--- src/rtl/fetch_sequencer_if.sv ---
// Memory/cache port of the fetch sequencer: instruction fetch and data access handshakes.
// The master side is the sequencer and the slave side is the memory or cache.
interface fetch_sequencer_if;
    logic        ihit;      // instruction word returned this cycle
    logic [31:0] imemload;  // instruction word, valid with ihit
    logic        dhit;      // pending data read/write completed this cycle
    logic [31:0] imemaddr;  // current PC
    logic        iREN;      // instruction read request
    logic        dREN;      // data read request, held until dhit
    logic        dWEN;      // data write request, held until dhit

    modport master (
        input  ihit, imemload, dhit,
        output imemaddr, iREN, dREN, dWEN
    );

    modport slave (
        output ihit, imemload, dhit,
        input  imemaddr, iREN, dREN, dWEN
    );
endinterface

--- src/rtl/fetch_sequencer.sv ---
// Multicycle fetch/sequencing stage in front of the control unit.
// Owns the PC and the latched instruction. It walks each instruction through FETCH, EXEC
// and an optional MEM wait, then selects the next PC from the control unit's pcmode.
// A halt instruction parks it in HALTED until reset.
module fetch_sequencer #(
    parameter logic [31:0] PC_INIT = 32'h0000_0000
) (
    input  logic                      CLK,
    input  logic                      RST,
    fetch_sequencer_if.master         memPort,
    input  logic                      cu_iREN,
    input  logic                      cu_dREN,
    input  logic                      cu_dWEN,
    input  logic                      cu_halt,
    input  logic [1:0]                pcmode,
    input  logic                      branch_taken,
    input  logic [31:0]               rs_data,
    output logic [31:0]               instr,
    output logic [5:0]                op,
    output logic [5:0]                funct,
    output logic [31:0]               pc_plus4,
    output logic                      wb_en,
    output logic                      halt
);

    typedef enum logic [1:0] {
        FETCH  = 2'd0,
        EXEC   = 2'd1,
        MEM    = 2'd2,
        HALTED = 2'd3
    } seqState_e;

    typedef enum logic [1:0] {
        PC_SEQ    = 2'b00,
        PC_BRANCH = 2'b01,
        PC_JUMP   = 2'b10,
        PC_JR     = 2'b11
    } pcMode_e;

    seqState_e   state;
    seqState_e   nextState;
    logic [31:0] pcReg;
    logic [31:0] instrReg;
    logic        iStall;      // last retire had cu_iREN=0; hold off fetching
    logic [31:0] nextPc;
    logic [31:0] branchOffset;
    logic [31:0] jumpTarget;
    logic        retire;      // instruction completes this cycle
    logic        fetchTake;   // capture imemload this cycle
    logic        iRenComb;
    logic        dRenComb;
    logic        dWenComb;
    logic        memAccess;

    assign memAccess = cu_dREN | cu_dWEN;

    // Architectural state: PC, latched instruction, FSM state and fetch-stall flag.
    always_ff @(posedge CLK) begin
        // NOTE: non-blocking assignments so every register updates from pre-edge values.
        if (RST) begin
            state    <= FETCH;
            pcReg    <= PC_INIT;
            instrReg <= '0;
            iStall   <= 1'b0;
        end else begin
            state <= nextState;
            if (fetchTake) begin
                instrReg <= memPort.imemload;
            end
            if (retire) begin
                pcReg  <= nextPc;
                iStall <= ~cu_iREN;
            end else if (state == FETCH && cu_iREN) begin
                iStall <= 1'b0;
            end
        end
    end

    // Next-state decode and per-state request/strobe outputs; reset forces them all low.
    always_comb begin
        // NOTE: every output gets a default first so no path can infer a latch.
        nextState = state;
        iRenComb  = 1'b0;
        dRenComb  = 1'b0;
        dWenComb  = 1'b0;
        retire    = 1'b0;
        fetchTake = 1'b0;

        unique case (state)
            FETCH: begin
                iRenComb = ~iStall | cu_iREN;
                if (iRenComb && memPort.ihit) begin
                    fetchTake = 1'b1;
                    nextState = EXEC;
                end
            end
            EXEC: begin
                if (cu_halt) begin
                    nextState = HALTED;
                end else if (memAccess) begin
                    nextState = MEM;
                end else begin
                    retire    = 1'b1;
                    nextState = FETCH;
                end
            end
            MEM: begin
                // Pass both enables straight through, even the illegal 11 combination.
                dRenComb = cu_dREN;
                dWenComb = cu_dWEN;
                if (memPort.dhit) begin
                    retire    = 1'b1;
                    nextState = FETCH;
                end
            end
            HALTED: begin
                nextState = HALTED;
            end
            default: begin
                nextState = FETCH;
            end
        endcase

        if (RST) begin
            iRenComb  = 1'b0;
            dRenComb  = 1'b0;
            dWenComb  = 1'b0;
            retire    = 1'b0;
            fetchTake = 1'b0;
        end
    end

    // Next-PC selection from the latched instruction and the control unit's pcmode.
    always_comb begin
        branchOffset = {{14{instrReg[15]}}, instrReg[15:0], 2'b00};
        jumpTarget   = {pc_plus4[31:28], instrReg[25:0], 2'b00};
        nextPc       = pc_plus4;
        unique case (pcMode_e'(pcmode))
            PC_SEQ:    nextPc = pc_plus4;
            PC_BRANCH: nextPc = branch_taken ? (pc_plus4 + branchOffset) : pc_plus4;
            PC_JUMP:   nextPc = jumpTarget;
            PC_JR:     nextPc = rs_data;
            default:   nextPc = pc_plus4;
        endcase
    end

    assign pc_plus4 = pcReg + 32'd4;

    assign memPort.imemaddr = pcReg;
    assign memPort.iREN     = iRenComb;
    assign memPort.dREN     = dRenComb;
    assign memPort.dWEN     = dWenComb;

    assign instr = instrReg;
    assign op    = instrReg[31:26];
    assign funct = instrReg[5:0];
    assign wb_en = retire;
    assign halt  = (state == HALTED);

    // The PC moves only on a retiring cycle.
    pcOnlyOnRetire: assert property (@(posedge CLK) disable iff (RST)
        !retire |=> $stable(pcReg));

    // HALTED is left only through reset.
    haltIsSticky: assert property (@(posedge CLK) disable iff (RST)
        (state == HALTED) |=> (state == HALTED));

    // Data requests never appear outside MEM.
    dataReqOnlyInMem: assert property (@(posedge CLK) disable iff (RST)
        (state != MEM) |-> !(dRenComb || dWenComb));

endmodule
--- src/flat_wrapper.sv ---
// flat-port wrapper written by rule: the top's interface ports become plain ports
module fetch_sequencer_flat 
#(
    parameter logic [31:0] PC_INIT = 32'h0000_0000
)
  (CLK, RST, cu_iREN, cu_dREN, cu_dWEN, cu_halt, pcmode, branch_taken, rs_data, instr, op, funct, pc_plus4, wb_en, halt, memPort_ihit, memPort_imemload, memPort_dhit, memPort_imemaddr, memPort_iREN, memPort_dREN, memPort_dWEN);
  fetch_sequencer_if memPort_i ();
  input  logic CLK;
  input  logic RST;
  input  logic cu_iREN;
  input  logic cu_dREN;
  input  logic cu_dWEN;
  input  logic cu_halt;
  input  logic [1:0] pcmode;
  input  logic branch_taken;
  input  logic [31:0] rs_data;
  output logic [31:0] instr;
  output logic [5:0] op;
  output logic [5:0] funct;
  output logic [31:0] pc_plus4;
  output logic wb_en;
  output logic halt;
  input wire logic [$bits(memPort_i.ihit)-1:0] memPort_ihit;
  input wire logic [$bits(memPort_i.imemload)-1:0] memPort_imemload;
  input wire logic [$bits(memPort_i.dhit)-1:0] memPort_dhit;
  output wire logic [$bits(memPort_i.imemaddr)-1:0] memPort_imemaddr;
  output wire logic [$bits(memPort_i.iREN)-1:0] memPort_iREN;
  output wire logic [$bits(memPort_i.dREN)-1:0] memPort_dREN;
  output wire logic [$bits(memPort_i.dWEN)-1:0] memPort_dWEN;
  assign memPort_i.ihit = memPort_ihit;
  assign memPort_i.imemload = memPort_imemload;
  assign memPort_i.dhit = memPort_dhit;
  assign memPort_imemaddr = memPort_i.imemaddr;
  assign memPort_iREN = memPort_i.iREN;
  assign memPort_dREN = memPort_i.dREN;
  assign memPort_dWEN = memPort_i.dWEN;
  fetch_sequencer #(.PC_INIT(PC_INIT)) u_core (.CLK(CLK), .RST(RST), .memPort(memPort_i), .cu_iREN(cu_iREN), .cu_dREN(cu_dREN), .cu_dWEN(cu_dWEN), .cu_halt(cu_halt), .pcmode(pcmode), .branch_taken(branch_taken), .rs_data(rs_data), .instr(instr), .op(op), .funct(funct), .pc_plus4(pc_plus4), .wb_en(wb_en), .halt(halt));
endmodule
--- config.mk ---
export PLATFORM = sky130hd
export DESIGN_NAME = fetch_sequencer_flat
export DESIGN_NICKNAME = d
export VERILOG_FILES = /design/src/rtl/fetch_sequencer_if.sv /design/src/rtl/fetch_sequencer.sv /design/src/flat_wrapper.sv
export SDC_FILE = /design/constraint.sdc
export NUM_CORES = 1
export LEC_CHECK = 0
export ABC_AREA = 1
export BUFFER_PORTS_ARGS = -buffer_cell sky130_fd_sc_hd__buf_2
export CORE_MARGIN = 2
export CORE_UTILIZATION = 45
export CTS_CLUSTER_DIAMETER = 50
export DETAILED_ROUTE_END_ITERATION = 12
export PLACE_DENSITY_LB_ADDON = 0.3
export SLEW_MARGIN = 20
export SYNTH_ARGS = -nofsm -noshare
export SYNTH_HDL_FRONTEND = slang
export SYNTH_SLANG_ARGS = --single-unit
--- constraint.sdc ---
create_clock -name CLK -period 7 [get_ports CLK]
set_clock_uncertainty 0.15 [all_clocks]
set_input_delay 0.7 -clock CLK [delete_from_list [all_inputs] [get_ports CLK]]
set_output_delay 0.7 -clock CLK [all_outputs]
set_load 0.02 [all_outputs]
# [Word level (Yosys, flattened, before mapping)]
# Cells that the tools add are included.
[classes] addsub=2 eq_ne=8 muxes=23 n_bitwise=4 n_reduce_logical=6
[ops] op="$pmux 32 s4" count=1
[ops] op="$add 32x3->32 const B" count=1
[ops] op="$add 32x32->32" count=1
[ops] op="$mux 32" count=1
[ops] op="$mux 1" count=15
[ops] op="$eq 2x2->1 const B" count=4
[ops] op="$mux 2" count=4
[ops] op="$pmux 2 s4" count=1
[ops] op="$eq 2x1->1 const B" count=2
[ops] op="$logic_not 2->1" count=2
[ops] op="$ne 2x2->1 const B" count=2
[ops] op="$logic_and 1x1->1" count=2
[ops] op="$not 1->1" count=2
[ops] op="$or 1x1->1" count=2
[ops] op="$pmux 1 s2" count=1
[ops] op="$reduce_and 2->1" count=1
[ops] op="$reduce_bool 2->1" count=1
[totals] ff_bits=67 input_bits=75 out_inout_bits=113 word_cells=47

# [Logic depth before layout (Yosys ltp)]
[logic_depth] ltp_word=6 depth_mapped=28 ltp_nobuf=28

# [Least setup slack after synthesis]
# Ideal clock, no wire load.
[synth_timing] path_type="flip-flop to flip-flop" from="register u_core.pcReg[3] (netlist: u_core.memPort.imemaddr[3])" to="register u_core.pcReg[18] (netlist: u_core.memPort.imemaddr[18])" arrival_ps=2944 path_slack_ps=3797 path_stages_with_launch=18 n_path_buf=0 synth_period_minus_slack_ps=3203 path_cell_list="dfxtp_1 > ha_1 > nand2_1 > inv_2 > nand3_4 > nor2_4 > nand2_1 > xor2_1 > ha_1 > nand2_1 > o21ai_0 > a21oi_1 > o21ai_0 > or2_2 > nand3_1 > nand4_1 > nand2_1 > inv_1"
[synth_via] elab_chain_cells=4
[synth_lines] item="start, declared" line="fetch_sequencer.sv:42" rtl="logic [31:0] pcReg;"
[synth_lines] item="start signal, assigned" line="fetch_sequencer.sv:71" rtl="pcReg <= nextPc;"
[synth_lines] item="$add 32x3->32" line="fetch_sequencer.sv:147" rtl="assign pc_plus4 = pcReg + 32'd4;"
[synth_lines] item="net pc_plus4[16]" line="flat_wrapper.sv:20" rtl="output logic [31:0] pc_plus4;"
[synth_lines] item="$add 32x32->32" line="fetch_sequencer.sv:140" rtl="PC_BRANCH: nextPc = branch_taken ? (pc_plus4 + branchOffset) : pc_plus4;"
[synth_lines] item="$mux 32" line="fetch_sequencer.sv:140"
[synth_lines] item="$pmux 32 s4" line="fetch_sequencer.sv:138" rtl="unique case (pcMode_e'(pcmode))"
# The timed path passes the listed nets, and every way through them passes these cells.
# A chain may end at the register's enable or synchronous reset.

# [Worst setup path after layout]
[layout_timing] from="register u_core.pcReg[3] (netlist: u_core.memPort.imemaddr[3])" to="register u_core.pcReg[18] (netlist: u_core.memPort.imemaddr[18])"
[layout_via] elab_chain_cells=4
[layout_lines] item="$add 32x3->32 (*)" line="fetch_sequencer.sv:147"
[layout_lines] item="$add 32x32->32" line="fetch_sequencer.sv:140"
[layout_lines] item="$mux 32" line="fetch_sequencer.sv:140"
[layout_lines] item="$pmux 32 s4 (*)" line="fetch_sequencer.sv:138"
# Every way passes the cells marked *; elsewhere a longest branch is shown, timed or not.

==> impl_metrics.yaml <==
global_route:
  first_global_vias: 6863
  grt_pass1_wl_um: 36500
  grt_overflow_total: 0
  antenna_found_initial: 1
  track_usage: 0.313
  grt_max_degree: 53
timing:
  tns_ns: 0
  fin_crit_ns: 3.63
  worst_slew_pin_slew_ns: 0.991
  hold_ws_ns: 0.323
  fmax_mhz: 276
  finalSetupViolCount: 0
  slew_viol_final: 0
  slew-limit-headroom: 0.338
  hold_viol: 0
  rsz0062_at_grt: "no"
  finalCritPeriodShare: 0.518
floorplanning:
  core_mm2: 0.0139
  start_util: 0.461
  fp.dieW_um: 123
  dieArea_mm2: 0.0152
  io_pins: 188
  dieHeight_um: 123
  row_count: 43
detailed_routing:
  first_pass_iters: 6
  postRouteAntennaNets: 0
  wl_um: 23600
  dr.first_iter.drc_count: 786
  drc: 0
  via_per_inst: 5.31
  via_count: 7574
  wl_per_cell_um: 16.5
logic_synthesis:
  synth_edf_count: 0
  yosys-top-cells-area: "dfxtp_1, nand2_1, inv_1"
  syn_area_mm2: 0.00642
  yosysTopAreaCellShare: 0.209
  syn_inst: 1083
  ys_seq_area_frac: 0.209
  ys_warn_count: 0
  async_flop_share: 0
  synth_cell_types: 49
  synth_seq_cells: 67
  synth_ff_type: "dfxtp_1"
  synth_area_per_cell_um2: 5.93
  yosys.area.top_type: "dfxtp_1"
  syn-num-nets: 1198
clocking:
  cts_buffers: 9
  h-tree-depth: 3
  clock_latency_ns: 0.34
  cts-root-buf: "clkbuf_16"
  clk_pin_slew_worst_paths_ns: 0.06
  cts_hold_buffers: 0
  cts_tree: "yes"
  post_cts_buffers: 0
  clk_path_buf_depth: 2
  clock_sinks: 67
  post_cts_resize_count: 0
worst_setup_path:
  crit_required_ns: 7.09
  cp_data_arrival_time_ns: 3.72
  cp-end-kind: "register"
  worstSetupStartpointType: "register"
  rrSetupSlack_ns: 3.37
  path_class: "register to register"
  rr_endpoint: "u_core.memPort.imemaddr[18]"
  crit_path_frequent_cell: "nand2_1"
  reg2reg_depth: 17
  slowest_stage: "xor2_1"
  slowest_delay_ns: 0.46
  rr_startpoint: "u_core.memPort.imemaddr[3]"
  critical_path.max_fanout: 7
  path_cells: "ha_1 -> nand2_1 -> inv_2 -> nand3_4 -> nor2_4 -> nand2_1 -> xor2_1 -> ha_1 -> nand2_1 -> o21ai_0 -> a21oi_1 -> o21ai_0 -> or2_2 -> nand3_1 -> nand4_1 -> nand2_1 -> inv_1"
status:
  run_status: "finished clean"
power:
  ir_drop_v: 0.000123
  p_total_w: 0.00114
  p_per_area_mw_per_mm2: 148
  power.leakage_nw: 4.01
place:
  dp_cells: 1410
  io_buffers: 187
  gp_congestion: 1.01
  dp_hpwl_um: 18900
cells_and_area:
  nets: 1356
  seq_area_mm2: 0.00134
  diodes: 0
  area_growth_pct: 19.5
  fillers: 1484
  multi_input_area_mm2: 0.00427
  stdcell_count: 1426
  drive_gt1_frac: 0.204
worst_hold_path:
  min_path_type: "register to register"
  hold_start: "u_core.memPort.imemaddr[1]"
  min_to: "u_core.memPort.imemaddr[1]"
  whs_path_depth: 2
flow_run:
  maxCapViolCount: 0
==> cells in the final DEF, fill, tap and decap left out, types with 9 or more instances in the layout <==
cell	instances
inv_1	149
nand2_2	9
clkbuf_16	9
o31ai_1	23
buf_2	187
o21ai_1	11
nor2_1	87
a21oi_1	77
nand4_1	17
dfxtp_1	67
nor3_1	9
xor2_1	18
ha_1	39
o21ai_0	55
nand2_1	335
nand3_1	55
==> sequential cells by signal, indices dropped and copies added (netlist names) <==
| signal | cells |
|---|---|
| u_core.memPort.imemaddr | 32 |
| u_core.iStall | 1 |
| u_core.instr | 32 |
| u_core.state | 2 |
==> how the worst max path moves through the flow <==
stage	start	end	cells after the start
after floorplan	u_core.memPort.imemaddr[3]	u_core.memPort.imemaddr[18]	17
after global placement	cu_halt	wb_en	7
after detailed placement	cu_halt	u_core.memPort.imemaddr[22]	10
after CTS	u_core.state[1]	wb_en	7
after global routing	u_core.memPort.imemaddr[3]	u_core.memPort.imemaddr[18]	17
final	u_core.memPort.imemaddr[3]	u_core.memPort.imemaddr[18]	17
==> final cells by class <==
class,instances,area share
Clock buffer,9,0.0293
Clock inverter,7,0.00668
Inverter,160,0.0784
Multi-Input combinational cell,812,0.556
Sequential cell,67,0.175
Tap cell,180,0.0293
Timing Repair Buffer,191,0.126
==> per-layer routing <==
metal / track usage / up-vias / routed length [um]
li1: - / 3799 / -
met1: 0.431 / 3386 / 10400
met2: 0.501 / 344 / 10400
met3: 0.0512 / 43 / 2130
met4: 0.0930 / 2 / 633
met5: 0 / - / 11
==> power by group <==
group / internal (W) / switching (W) / leakage (nW)
logic: 0.0000940 / 0.000185 / 3.34
registers: 0.000404 / 0.0000239 / 0.546
clock network: 0.000241 / 0.000189 / 0.132
==> kinds of logic (layout without fill, tap and decap cells) <==
group	count (synthesis)	count (layout)	share of synthesized area
xor+xnor	23	23	0.0325
compound gates	200	200	0.180
flops	67	67	0.209
buf+inv	204	367	0.129
simple gates	549	549	0.370
fa+ha+maj	40	40	0.0791
==> worst max-delay path: cells and delay by family (launching register included) <==
family / cells / cell delay, ns
DFF: 1 / 0.37
xor gates and xnor gates: 1 / 0.46
and+or+nand+nor: 9 / 1.17
AOI/OAI and AO/OA: 3 / 0.61
buffers and inverters: 2 / 0.13
adders and majority gates: 2 / 0.60
==> stage by stage <==
stage                     area [um^2]  utilization  setup slack, ns
after floorplan                  6420            -             3.80
after global placement           7390        0.531             3.38
after detailed placement         7390        0.531             3.39
after CTS                        7670        0.551             3.33
after global routing             7680        0.551             3.05
final                            7680        0.551             3.37
==> Yosys cell counts (all sizes together), types with 2 or more instances <==
cell,n
a2111oi,2
a221oi,2
nand2,345
o21bai,4
clkbuf,22
nor3,11
nand3b,8
buf,22
o22ai,2
nor2,101
o211ai,2
a21oi,79
inv,156
clkinv,4
o31ai,23
o21ai,67
a211oi,8
nand4,17
or2,8
and2,2
xnor2,4
ha,39
nand3,57
o2111ai,4
a21o,3
xor2,19
dfxtp,67
Note: power is estimated with default switching activity, not from simulation.
